===== src/rtl/stopwatch_ctrl.sv =====
// -----------------------------------------------------------------------------
// stopwatch_ctrl
// Mode and counting controller for the lab stopwatch. Edge-detects the divided
// clock levels, runs the RUN / PAUSED / ADJ mode FSM and keeps the MM:SS time
// as four BCD digits, plus a blink mask for the field being adjusted.
//
// Ports:
//   clk, rst_n      system clock, asynchronous active-low reset
//   countclk        1 Hz level, rising edge = one count tick
//   adjclk          2 Hz level, rising edge = one adjust tick
//   blinkclk        blink phase level
//   pause_p         single-cycle pulse, toggles run/pause
//   clr_p           single-cycle pulse, clears the time (state unchanged)
//   adj             level, 1 = adjust mode
//   sel             level, 0 = adjust minutes, 1 = adjust seconds
//   min_tens..sec_ones  BCD digits
//   digit_blank     [3]=min_tens .. [0]=sec_ones, 1 = blank
//   state           00 RUN, 01 PAUSED, 10 ADJ
// -----------------------------------------------------------------------------
module stopwatch_ctrl #(
    parameter int MAX_MIN = 59
) (
    input  logic       clk,
    input  logic       rst_n,
    input  logic       countclk,
    input  logic       adjclk,
    input  logic       blinkclk,
    input  logic       pause_p,
    input  logic       clr_p,
    input  logic       adj,
    input  logic       sel,
    output logic [3:0] min_tens,
    output logic [3:0] min_ones,
    output logic [3:0] sec_tens,
    output logic [3:0] sec_ones,
    output logic [3:0] digit_blank,
    output logic [1:0] state
);

    typedef enum logic [1:0] {
        ST_RUN    = 2'b00,
        ST_PAUSED = 2'b01,
        ST_ADJ    = 2'b10
    } state_e;

    localparam logic [7:0] MIN_MAX_BCD = {4'(MAX_MIN / 10), 4'(MAX_MIN % 10)};
    localparam logic [7:0] SEC_MAX_BCD = 8'h59;

    // Two-digit BCD increment. Returns {wrapped, new_value}; the field wraps
    // to 00 when it already equals its maximum.
    function automatic logic [8:0] bcd_inc(input logic [7:0] val, input logic [7:0] max_val);
        logic [8:0] res;
        res = {1'b0, val};
        if (val == max_val) begin
            res = {1'b1, 8'h00};
        end else if (val[3:0] == 4'd9) begin
            res = {1'b0, val[7:4] + 4'd1, 4'd0};
        end else begin
            res = {1'b0, val[7:4], val[3:0] + 4'd1};
        end
        return res;
    endfunction

    state_e     state_r, state_next_s;
    logic       paused_flag_r, paused_flag_next_s;
    logic       count_q, adj_q, blink_q;
    logic       count_arm_r, adj_arm_r;
    logic [7:0] min_r, sec_r, min_next_s, sec_next_s;
    logic [3:0] blank_r, blank_next_s;
    logic [8:0] sec_inc_s, min_inc_s;
    logic       count_tick_s, adj_tick_s;

    // A tick needs the level to have been seen low since reset, so a level
    // already high at reset release does not count as an edge.
    assign count_tick_s = countclk & ~count_q & count_arm_r;
    assign adj_tick_s   = adjclk & ~adj_q & adj_arm_r;

    assign sec_inc_s = bcd_inc(sec_r, SEC_MAX_BCD);
    assign min_inc_s = bcd_inc(min_r, MIN_MAX_BCD);

    // Edge-detect history and arming flags for the divider levels.
    always_ff @(posedge clk or negedge rst_n) begin
        if (!rst_n) begin
            count_q     <= 1'b0;
            adj_q       <= 1'b0;
            blink_q     <= 1'b0;
            count_arm_r <= 1'b0;
            adj_arm_r   <= 1'b0;
        end else begin
            count_q     <= countclk;
            adj_q       <= adjclk;
            blink_q     <= blinkclk;
            count_arm_r <= count_arm_r | ~countclk;
            adj_arm_r   <= adj_arm_r | ~adjclk;
        end
    end

    // Mode FSM next-state; adj wins over pause_p, pause_p ignored in ADJ.
    always_comb begin
        state_next_s       = state_r;
        paused_flag_next_s = paused_flag_r;
        case (state_r)
            ST_RUN: begin
                if (adj) begin
                    state_next_s       = ST_ADJ;
                    paused_flag_next_s = 1'b0;
                end else if (pause_p) begin
                    state_next_s = ST_PAUSED;
                end else begin
                    state_next_s = ST_RUN;
                end
            end
            ST_PAUSED: begin
                if (adj) begin
                    state_next_s       = ST_ADJ;
                    paused_flag_next_s = 1'b1;
                end else if (pause_p) begin
                    state_next_s = ST_RUN;
                end else begin
                    state_next_s = ST_PAUSED;
                end
            end
            ST_ADJ: begin
                if (!adj) begin
                    state_next_s = paused_flag_r ? ST_PAUSED : ST_RUN;
                end else begin
                    state_next_s = ST_ADJ;
                end
            end
            default: begin
                state_next_s       = ST_RUN;
                paused_flag_next_s = 1'b0;
            end
        endcase
    end

    // Digit update; acts on the pre-transition state, clear beats any tick.
    always_comb begin
        min_next_s = min_r;
        sec_next_s = sec_r;
        if (clr_p) begin
            min_next_s = 8'h00;
            sec_next_s = 8'h00;
        end else begin
            case (state_r)
                ST_RUN: begin
                    if (count_tick_s) begin
                        sec_next_s = sec_inc_s[7:0];
                        if (sec_inc_s[8]) begin
                            min_next_s = min_inc_s[7:0];
                        end else begin
                            min_next_s = min_r;
                        end
                    end else begin
                        sec_next_s = sec_r;
                    end
                end
                ST_ADJ: begin
                    if (adj_tick_s) begin
                        if (sel) begin
                            sec_next_s = sec_inc_s[7:0];
                        end else begin
                            min_next_s = min_inc_s[7:0];
                        end
                    end else begin
                        sec_next_s = sec_r;
                    end
                end
                default: begin
                    min_next_s = min_r;
                    sec_next_s = sec_r;
                end
            endcase
        end
    end

    // Blink mask follows the state being entered, so it drops to 0000 on
    // the same edge the FSM leaves ADJ.
    always_comb begin
        blank_next_s = 4'b0000;
        if ((state_next_s == ST_ADJ) && blink_q) begin
            blank_next_s = sel ? 4'b0011 : 4'b1100;
        end else begin
            blank_next_s = 4'b0000;
        end
    end

    // State, time and mask registers.
    always_ff @(posedge clk or negedge rst_n) begin
        if (!rst_n) begin
            state_r       <= ST_RUN;
            paused_flag_r <= 1'b0;
            min_r         <= 8'h00;
            sec_r         <= 8'h00;
            blank_r       <= 4'b0000;
        end else begin
            state_r       <= state_next_s;
            paused_flag_r <= paused_flag_next_s;
            min_r         <= min_next_s;
            sec_r         <= sec_next_s;
            blank_r       <= blank_next_s;
        end
    end

    assign min_tens    = min_r[7:4];
    assign min_ones    = min_r[3:0];
    assign sec_tens    = sec_r[7:4];
    assign sec_ones    = sec_r[3:0];
    assign digit_blank = blank_r;
    assign state       = state_r;

endmodule


===== config.mk =====
export PLATFORM = sky130hd
export DESIGN_NAME = stopwatch_ctrl
export DESIGN_NICKNAME = d
export VERILOG_FILES = /design/src/rtl/stopwatch_ctrl.sv
export SDC_FILE = /design/constraint.sdc
export NUM_CORES = 1
export LEC_CHECK = 0
export ABC_CLOCK_PERIOD_IN_PS = 2300
export BUFFER_PORTS_ARGS = -buffer_cell sky130_fd_sc_hd__buf_2
export CAP_MARGIN = 20
export CORE_MARGIN = 1
export CORE_UTILIZATION = 30
export DETAILED_ROUTE_END_ITERATION = 8
export PLACE_DENSITY = 0.59
export SKIP_CTS_REPAIR_TIMING = 1
export SLEW_MARGIN = 5
export SYNTH_ARGS = -nofsm -noshare
export SYNTH_HDL_FRONTEND = slang
export SYNTH_SLANG_ARGS = --single-unit

===== constraint.sdc =====
create_clock -name clk -period 2.3 [get_ports clk]
set_clock_uncertainty 0.05 [all_clocks]
set_input_delay 0.46 -clock clk [delete_from_list [all_inputs] [get_ports clk]]
set_output_delay 0.46 -clock clk [all_outputs]
set_load 0.02 [all_outputs]

==> flow_summary.toml, run 1 <==
[die]
fp.dieArea_um2 = 5120
start_util_pct = 32.2
die_w_um = 71.6
core-area_um2 = 4500
die_y_um = 71.6
fp-row-count = 24
num_io_pins = 31

[cts]
htree_num_levels = 1
cts_tree = "yes"
clock-sinks = 26
cts_made_buffers = 3
cts.path.max_buffers = 2
clk_transition_reported_paths_ps = 90
clock-root-buffer = "clkbuf_8"
insertion_delay_ps = 270

[synthesis]
netlist_instances = 145
yosysWarnings = 0
avgSynthCellArea_um2 = 10.0
synthArstFlopShare_pct = 100
synth-seq-cells = 26
synth_nets = 162
synth_edf_count = 0
yosysSeqAreaShare_pct = 44.8
yosysUniqueCellTypes = 35
synthFlopType = "dfrtp_1"
syn_area_um2 = 1450

[power]
p_comb_share_pct = 11.5
p_int_mw = 0.654
p_seq_share_pct = 54.4
power_switching_mw = 0.224
p_per_area_nw_per_um2 = 519
leakage_nw = 0.802
clkPwrFrac_pct = 34.1
switching_share_pct = 25.5
ir_drop_uv = 318

[layout]
ff_latch_area_um2 = 651
drive_gt1_share_pct = 25.6
final_area_um2 = 1690
final_cell_mix = "buf_2, dfrtp_1, a21oi_1, inv_1, o21ai_0"
antenna_cells = 0
fillers = 477
multi_input_area_um2 = 708
num-nets-final = 190
syn2layout_area_growth_pct = 16.3
final_common_cell = "buf_2"

[global_route]
grt_start_max_net_pins = 27
grt_pass1_vias = 1127
grt_pass1_wl_um = 5440
grt_util_all_layers_pct = 13.4
antenna_found_initial = 0
grt-ovfl-total = 0

[worst_setup_path]
critPathCaptureType = "flip-flop"
required_ps = 2450
path_buf_inv = 1
reg2reg_slack_ps = 270
crit_path_cell_trace = "inv_1 -> ha_1 -> nand3b_4 -> o32a_4 -> or4_1 -> a21oi_1"
rr_startpoint = "sec_r[1]"
critPathMaxStageDelay_ps = 520
critPathMaxFanout = 14
critPathTopFamily = "simple AND/OR/NAND/NOR gates"
cp.arrival_ps = 2190
crit_type = "flip-flop to flip-flop"
worstRegToRegCells = 6
timing.rr.end = "min_r[4]"
cp_slowest_cell = "or4_1"
start_kind = "flip-flop"

[timing]
fmax_ghz = 0.492
fin_crit_sh_pct = 88.4
rsz0062_at_grt = "no"
fin_setup_tns_ps = 0
final-setup-viol-count = 0
hold_violations = 0
slew_headroom_pct = 43.4
period_minus_slack_ps = 2030
worstMarginPinSlew_ps = 846
slew_viol_final = 0

[outcome]
status = "completed"

[detailed_routing]
postRouteWirelength_um = 3150
post-route-drc-count = 0
drtPass1Iterations = 4
post_drt_wl_per_cell_um = 14.0
antenna_left = 0
drtIter0Drc = 103
routed-via-count = 1214
post_drt_via_cell_ratio = 5.42

[place]
dp_hpwl_um = 2140
port_buffers = 30
place_area_um2 = 1630
gp_congestion = 0.748

[flow_run]
maxCapViolations = 0

[hold_path]
hold_path.class = "input pin to async pin"
[logic make-up after synthesis]
kind of cell | share of synthesized area, %
AND/OR/NAND/NOR | 22.0
AO/OA/AOI/OAI | 17.6
flip-flops | 44.8
buffers and inverters | 6.46
adder cells (fa/ha/maj) | 6.89
multiplexers | 2.24
[sequential cells by signal, indices dropped and copies added (netlist names)]
| name | flops |
|---|---|
| state | 2 |
| blink_q | 1 |
| paused_flag_r | 1 |
| count_arm_r | 1 |
| min_r | 8 |
| count_q | 1 |
| digit_blank | 2 |
| adj_arm_r | 1 |
| adj_q | 1 |
| sec_r | 8 |
[routing by layer]
metal / wire (um) / share of wire (%) / track usage (%)
met2: 1460 / 46 / 22.5
met5: 0 / 0 / 0
met3: 146 / 4.6 / 3.38
met4: 18 / 0.57 / 3.92
met1: 1520 / 48 / 17.1
[how the worst max path moves through the flow]
stage | from | to | slack [ps] | cells after the start
floorplan | sec_r[0] | min_r[6] | 210 | 6
global placement | countclk | sec_r[7] | 280 | 5
detailed placement | countclk | sec_r[7] | 250 | 5
CTS | sec_r[1] | min_r[4] | 270 | 6
global route | sec_r[1] | min_r[4] | 140 | 6
finish | sec_r[1] | min_r[4] | 270 | 6
[layout make-up]
class | count | area share (%)
Clock buffer | 4 | 3.26
Inverter | 10 | 2.22
Multi-Input combinational cell | 99 | 41.9
Sequential cell | 26 | 38.5
Tap cell | 52 | 3.85
Timing Repair Buffer | 33 | 10.2
[cells in the mapped netlist, types with 4 or more instances]
master | count | area share (%)
o21ai_0 | 9 | 3.1
nor2b_1 | 4 | 1.7
nand4_1 | 6 | 2.6
o31ai_1 | 8 | 4.1
clkbuf_1 | 5 | 1.3
inv_1 | 10 | 2.6
a21oi_1 | 16 | 5.5
nor3_1 | 4 | 1.4
ha_1 | 8 | 6.9
dfrtp_1 | 26 | 45
nor2_1 | 6 | 1.6
or4_1 | 7 | 3.6
and3b_1 | 4 | 2.4
[through the flow]
stage | utilization (%) | power (mW) | cells | hold slack [ps] | worst slack (ps)
2_1_floorplan | - | 0.549 | 145 | 114 | 210
5_1_grt | 37.5 | 0.921 | 224 | 166 | 144
3_5_place_dp | 36.3 | 0.589 | 220 | 417 | 253
6_report | 37.5 | 0.877 | 224 | 130 | 266
3_3_place_gp | 36.3 | 0.588 | 220 | 412 | 281
4_1_cts | 37.5 | 0.892 | 224 | 158 | 269
[power groups by stage]
| stage | logic, mW | registers (mW) | clock network, mW |
|---|---|---|---|
| 6_report | 0.101 | 0.477 | 0.299 |
| 2_1_floorplan | 0.0563 | 0.492 | 0 |
| 3_5_place_dp | 0.102 | 0.487 | 0 |
| 3_3_place_gp | 0.101 | 0.486 | 0 |
| 5_1_grt | 0.113 | 0.480 | 0.328 |
| 4_1_cts | 0.102 | 0.478 | 0.312 |
No activity file was read; power rests on OpenSTA's default activity.
==> run 2, diff against run 1 <==
PLACE_DENSITY = default   (was 0.59)
==> run 2 against run 1 <==
Net effect: sequential power about the same; worst setup slack improved by 23 ps; utilization up 0.36 points; clock power is 28% higher; combinational power about the same; power up 9.8%; global-route usage shrank 0.80 points; routed wire length shrank 0.41%; clock-buffer cell count is 1 lower; flip-flop and latch count stayed put; design area rose by 0.96%; first-iteration DRC count shrank 72%.
==> flow_summary.toml, run 2 (synthesis results as in run 1) <==
[global_route]
grt_util_all_layers_pct = 12.6
grt_pass1_vias = 1045
antenna_found_initial = 0
grt_pass1_wl_um = 5080
grt-ovfl-total = 0
grt_start_max_net_pins = 27

[hold_path]
hold_path.class = "input pin to async pin"

[detailed_routing]
post_drt_via_cell_ratio = 5.34
post-route-drc-count = 0
drtIter0Drc = 29
antenna_left = 0
drtPass1Iterations = 4
post_drt_wl_per_cell_um = 14.0
postRouteWirelength_um = 3130
routed-via-count = 1196

[worst_setup_path]
worstRegToRegCells = 6
crit_type = "flip-flop to flip-flop"
crit_end = "min_r[3]"
required_ps = 2460
crit_path_cell_trace = "inv_1 -> ha_1 -> nand3b_1 -> o32a_4 -> or4_1 -> a21oi_1"
cp-startpoint = "sec_r[5]"
critPathMaxFanout = 14
cp.arrival_ps = 2170
critPathMaxStageDelay_ps = 520
start_kind = "flip-flop"
cp_slowest_cell = "or4_1"
critPathCaptureType = "flip-flop"
timing.rr.end = "min_r[3]"
rr_startpoint = "sec_r[5]"
reg2reg_slack_ps = 290

[layout]
final_cell_mix = "buf_2, dfrtp_1, a21oi_1, inv_1, o21ai_0"
final_area_um2 = 1710
multi_input_area_um2 = 708
fillers = 449
num-nets-final = 190
top_regs = "min_r x8, sec_r x8"
antenna_cells = 0
ff_latch_area_um2 = 651
syn2layout_area_growth_pct = 17.4
drive_gt1_share_pct = 25.6
final_common_cell = "buf_2"

[place]
gp_congestion = 0.803
dp_hpwl_um = 2140
post-place-ws_ps = 299
place_area_um2 = 1630
port_buffers = 30

[cts]
htree_num_levels = 1
clock-sinks = 26
cts_tree = "yes"
cts.path.max_buffers = 2
clk_transition_reported_paths_ps = 100
cts_made_buffers = 3
clock-root-buffer = "clkbuf_8"
insertion_delay_ps = 270

[timing]
hold_violations = 0
slew_viol_final = 0
rsz0062_at_grt = "no"
holdWs_ps = 127
period_minus_slack_ps = 2010
worstMarginPinSlew_ps = 671
fin_ws_ps = 289
fin_setup_tns_ps = 0
fin_crit_sh_pct = 87.5
final-setup-viol-count = 0
fmax_ghz = 0.497
slew_headroom_pct = 55.1

[power]
p_per_area_nw_per_um2 = 565
leakage_nw = 0.809
ir_drop_uv = 358

[flow_run]
maxCapViolations = 0

[die]
core-area_um2 = 4500
fp.dieArea_um2 = 5120
die_w_um = 71.6
fp-row-count = 24
num_io_pins = 31
die_y_um = 71.6
start_util_pct = 32.2

[outcome]
status = "completed"
[run 2: cell count changes in the layout (fill, tap and decap cells not counted)]
cell       change
bufinv_16      +1
clkbuf_8       -1
[run 2: routing by layer]
layer / wire [um] / vias up / share of wire, % / global-route usage [%]
met4: 20 / 0 / 0.64 / 2.83
met5: 0 / - / 0 / 0
met2: 1450 / 27 / 46 / 19.6
met3: 152 / 2 / 4.9 / 3.38
met1: 1510 / 577 / 48 / 17.6
li1: - / 590 / - / -
[run 2: layout make-up]
class / count / area share (%)
tap: 52 / 3.82
clock buffer: 3 / 2.42
multi-input combinational: 99 / 41.5
inverter: 10 / 2.20
sequential: 26 / 38.2
clock inverter: 1 / 1.76
timing repair buffer: 33 / 10.1
[run 2: critical path, delay by kind of cell (launching register included)]
kind / cells / cell delay, ps
DFF: 1 / 450
buffers and inverters: 1 / 80
adders and majority gates: 1 / 150
AOI/OAI and AO/OA: 2 / 550
and+or+nand+nor: 2 / 660
[run 2: power by group]
part	switching (mW)	leakage [nW]	internal, mW
clock	0.151	0.0357	0.233
combinational	0.0703	0.432	0.0329
sequential	0.00740	0.341	0.468
total	0.229	0.809	0.734
[run 2: worst min-delay path by stage]
stage,to,depth (start not counted),slack [ps],start
global route,min_r[3],1,160,rst_n
detailed placement,adj_arm_r,1,410,adj_arm_r
global placement,adj_arm_r,1,400,adj_arm_r
finish,min_r[1],1,130,rst_n
CTS,min_r[1],1,150,rst_n
floorplan,adj_arm_r,0,110,rst_n
[run 2: per-stage QoR]
step,util [%],total power [mW],cells
after floorplan,-,0.549,145
after global placement,36.3,0.587,220
after detailed placement,36.3,0.589,220
after CTS,37.9,0.980,224
after global routing,37.9,1.01,224
final,37.9,0.963,224
==> run 3, diff against run 2 <==
==> constraint.sdc (replaced) <==
create_clock -name clk -period 2.3 [get_ports clk]
set_clock_uncertainty 0.05 [all_clocks]
set_input_delay 0.115 -clock clk [delete_from_list [all_inputs] [get_ports clk]]
set_output_delay 0.115 -clock clk [all_outputs]
set_load 0.02 [all_outputs]
==> run 3 against run 2 <==
Net effect: worst hold slack worse by 77 ps; non-clock buffer count grew 4; largest cell class unchanged; die area unchanged.
==> flow_summary.toml, run 3 (synthesis results as in run 1) <==
[outcome]
status = "completed"

[detailed_routing]
drtPass1Iterations = 4
post_drt_via_cell_ratio = 5.28
postRouteWirelength_um = 3110
drtIter0Drc = 47
antenna_left = 0
post_drt_wl_per_cell_um = 13.6
routed-via-count = 1204
post-route-drc-count = 0

[global_route]
antenna_found_initial = 0
met2_usage_pct = 21.5
busiest_layer = "met2"
grt_pass1_wl_um = 5280
grt_pass1_vias = 1114
grt_util_all_layers_pct = 13.1
use_met1_pct = 17.3
grt_start_max_net_pins = 27
met3_usage_pct = 3.38
grt-ovfl-total = 0

[timing]
worstMarginPinSlew_ps = 834
fmax_ghz = 0.496
holdWs_ps = 50.0
hold_violations = 0
fin_setup_tns_ps = 0
slew_headroom_pct = 44.2
fin_crit_sh_pct = 87.6
rsz0062_at_grt = "no"
slew_viol_final = 0
period_minus_slack_ps = 2010
final-setup-viol-count = 0

[cts]
clock-root-buffer = "clkbuf_8"
clock-sinks = 26
clk_transition_reported_paths_ps = 90
cts_made_buffers = 3
htree_num_levels = 1
cts.path.max_buffers = 2
cts_tree = "yes"
insertion_delay_ps = 270

[power]
p_per_area_nw_per_um2 = 550
ir_drop_uv = 263
leakage_nw = 0.825

[worst_setup_path]
start_kind = "flip-flop"
crit_end = "min_r[1]"
critPathCaptureType = "flip-flop"
timing.rr.end = "min_r[1]"
critPathMaxFanout = 14
worstRegToRegCells = 6
reg2reg_slack_ps = 290
crit_type = "flip-flop to flip-flop"
rr_startpoint = "sec_r[1]"
cp-startpoint = "sec_r[1]"
required_ps = 2450
cp.arrival_ps = 2160

[layout]
num-nets-final = 194
fillers = 464
final_common_cell = "buf_2"
drive_gt1_share_pct = 24.4
syn2layout_area_growth_pct = 20.3
antenna_cells = 0
top_regs = "min_r x8, sec_r x8"
final_cell_mix = "buf_2, dfrtp_1, a21oi_1, inv_1, o21ai_0"

[hold_path]
hold_path.class = "input pin to flip-flop"

[die]
die_w_um = 71.6
start_util_pct = 32.2
fp.dieArea_um2 = 5120
fp-row-count = 24
die_y_um = 71.6
core-area_um2 = 4500
num_io_pins = 31

[place]
dp_hpwl_um = 2150
gp_congestion = 0.752
port_buffers = 30

[flow_run]
maxCapViolations = 0
## run 3: cell types whose count changed in the layout (fill, tap and decap cells not counted), sizes merged
| cell | previous run | this run |
|---|---|---|
| dlygate4sd3 | 0 | 5 |
| buf | 33 | 32 |
## run 3: cell type report
| class | instances | area (um2) | area share, % |
|---|---|---|---|
| multi-input cells | 99 | 708 | 40.5 |
| inverters | 10 | 37.5 | 2.15 |
| flip-flops and latches | 26 | 651 | 37.2 |
| clock buffers | 3 | 41.3 | 2.36 |
| well taps | 52 | 65.1 | 3.72 |
| clock inverters | 1 | 30.0 | 1.72 |
| repair buffers | 37 | 215 | 12.3 |
## run 3: routing by layer
| layer | part of all wire (%) | up-vias |
|---|---|---|
| li1 | - | 594 |
| met1 | 47 | 579 |
| met2 | 49 | 29 |
| met3 | 4.0 | 2 |
| met4 | 0.51 | 0 |
| met5 | 0 | - |
## run 3: worst min-delay path by stage
stage | endpoint | slack (ps) | start | cells past startpoint
5_1_grt | state[0] | 40 | pause_p | 3
4_1_cts | blink_q | -190 | rst_n | 1
2_1_floorplan | adj_arm_r | -230 | rst_n | 0
6_report | state[0] | 50 | pause_p | 3
3_5_place_dp | min_r[1] | 110 | rst_n | 1
3_3_place_gp | min_r[3] | 100 | rst_n | 1
## run 3: where the power goes
part           switching, mW  total [mW]  internal (mW)
Clock                  0.146       0.378          0.233
Combinational         0.0715       0.109         0.0370
Sequential           0.00704       0.475          0.468
## run 3: metrics by stage
step / power [mW] / setup slack, ps / utilization, % / instances / cell area, um2
floorplan: 0.549 / 210 / - / 145 / 1450
global placement: 0.586 / 349 / 36.1 / 219 / 1630
detailed placement: 0.588 / 297 / 36.1 / 219 / 1630
CTS: 0.975 / 262 / 37.7 / 223 / 1700
global route: 1.01 / 154 / 38.8 / 228 / 1750
finish: 0.962 / 286 / 38.8 / 228 / 1750
## run 3: critical path: stages, from the launching register on
cell and delay, ps:
dfrtp_1 420, inv_1 70, ha_1 190, nand3b_4 110
o32a_4 430, or4_1 520, a21oi_1 150
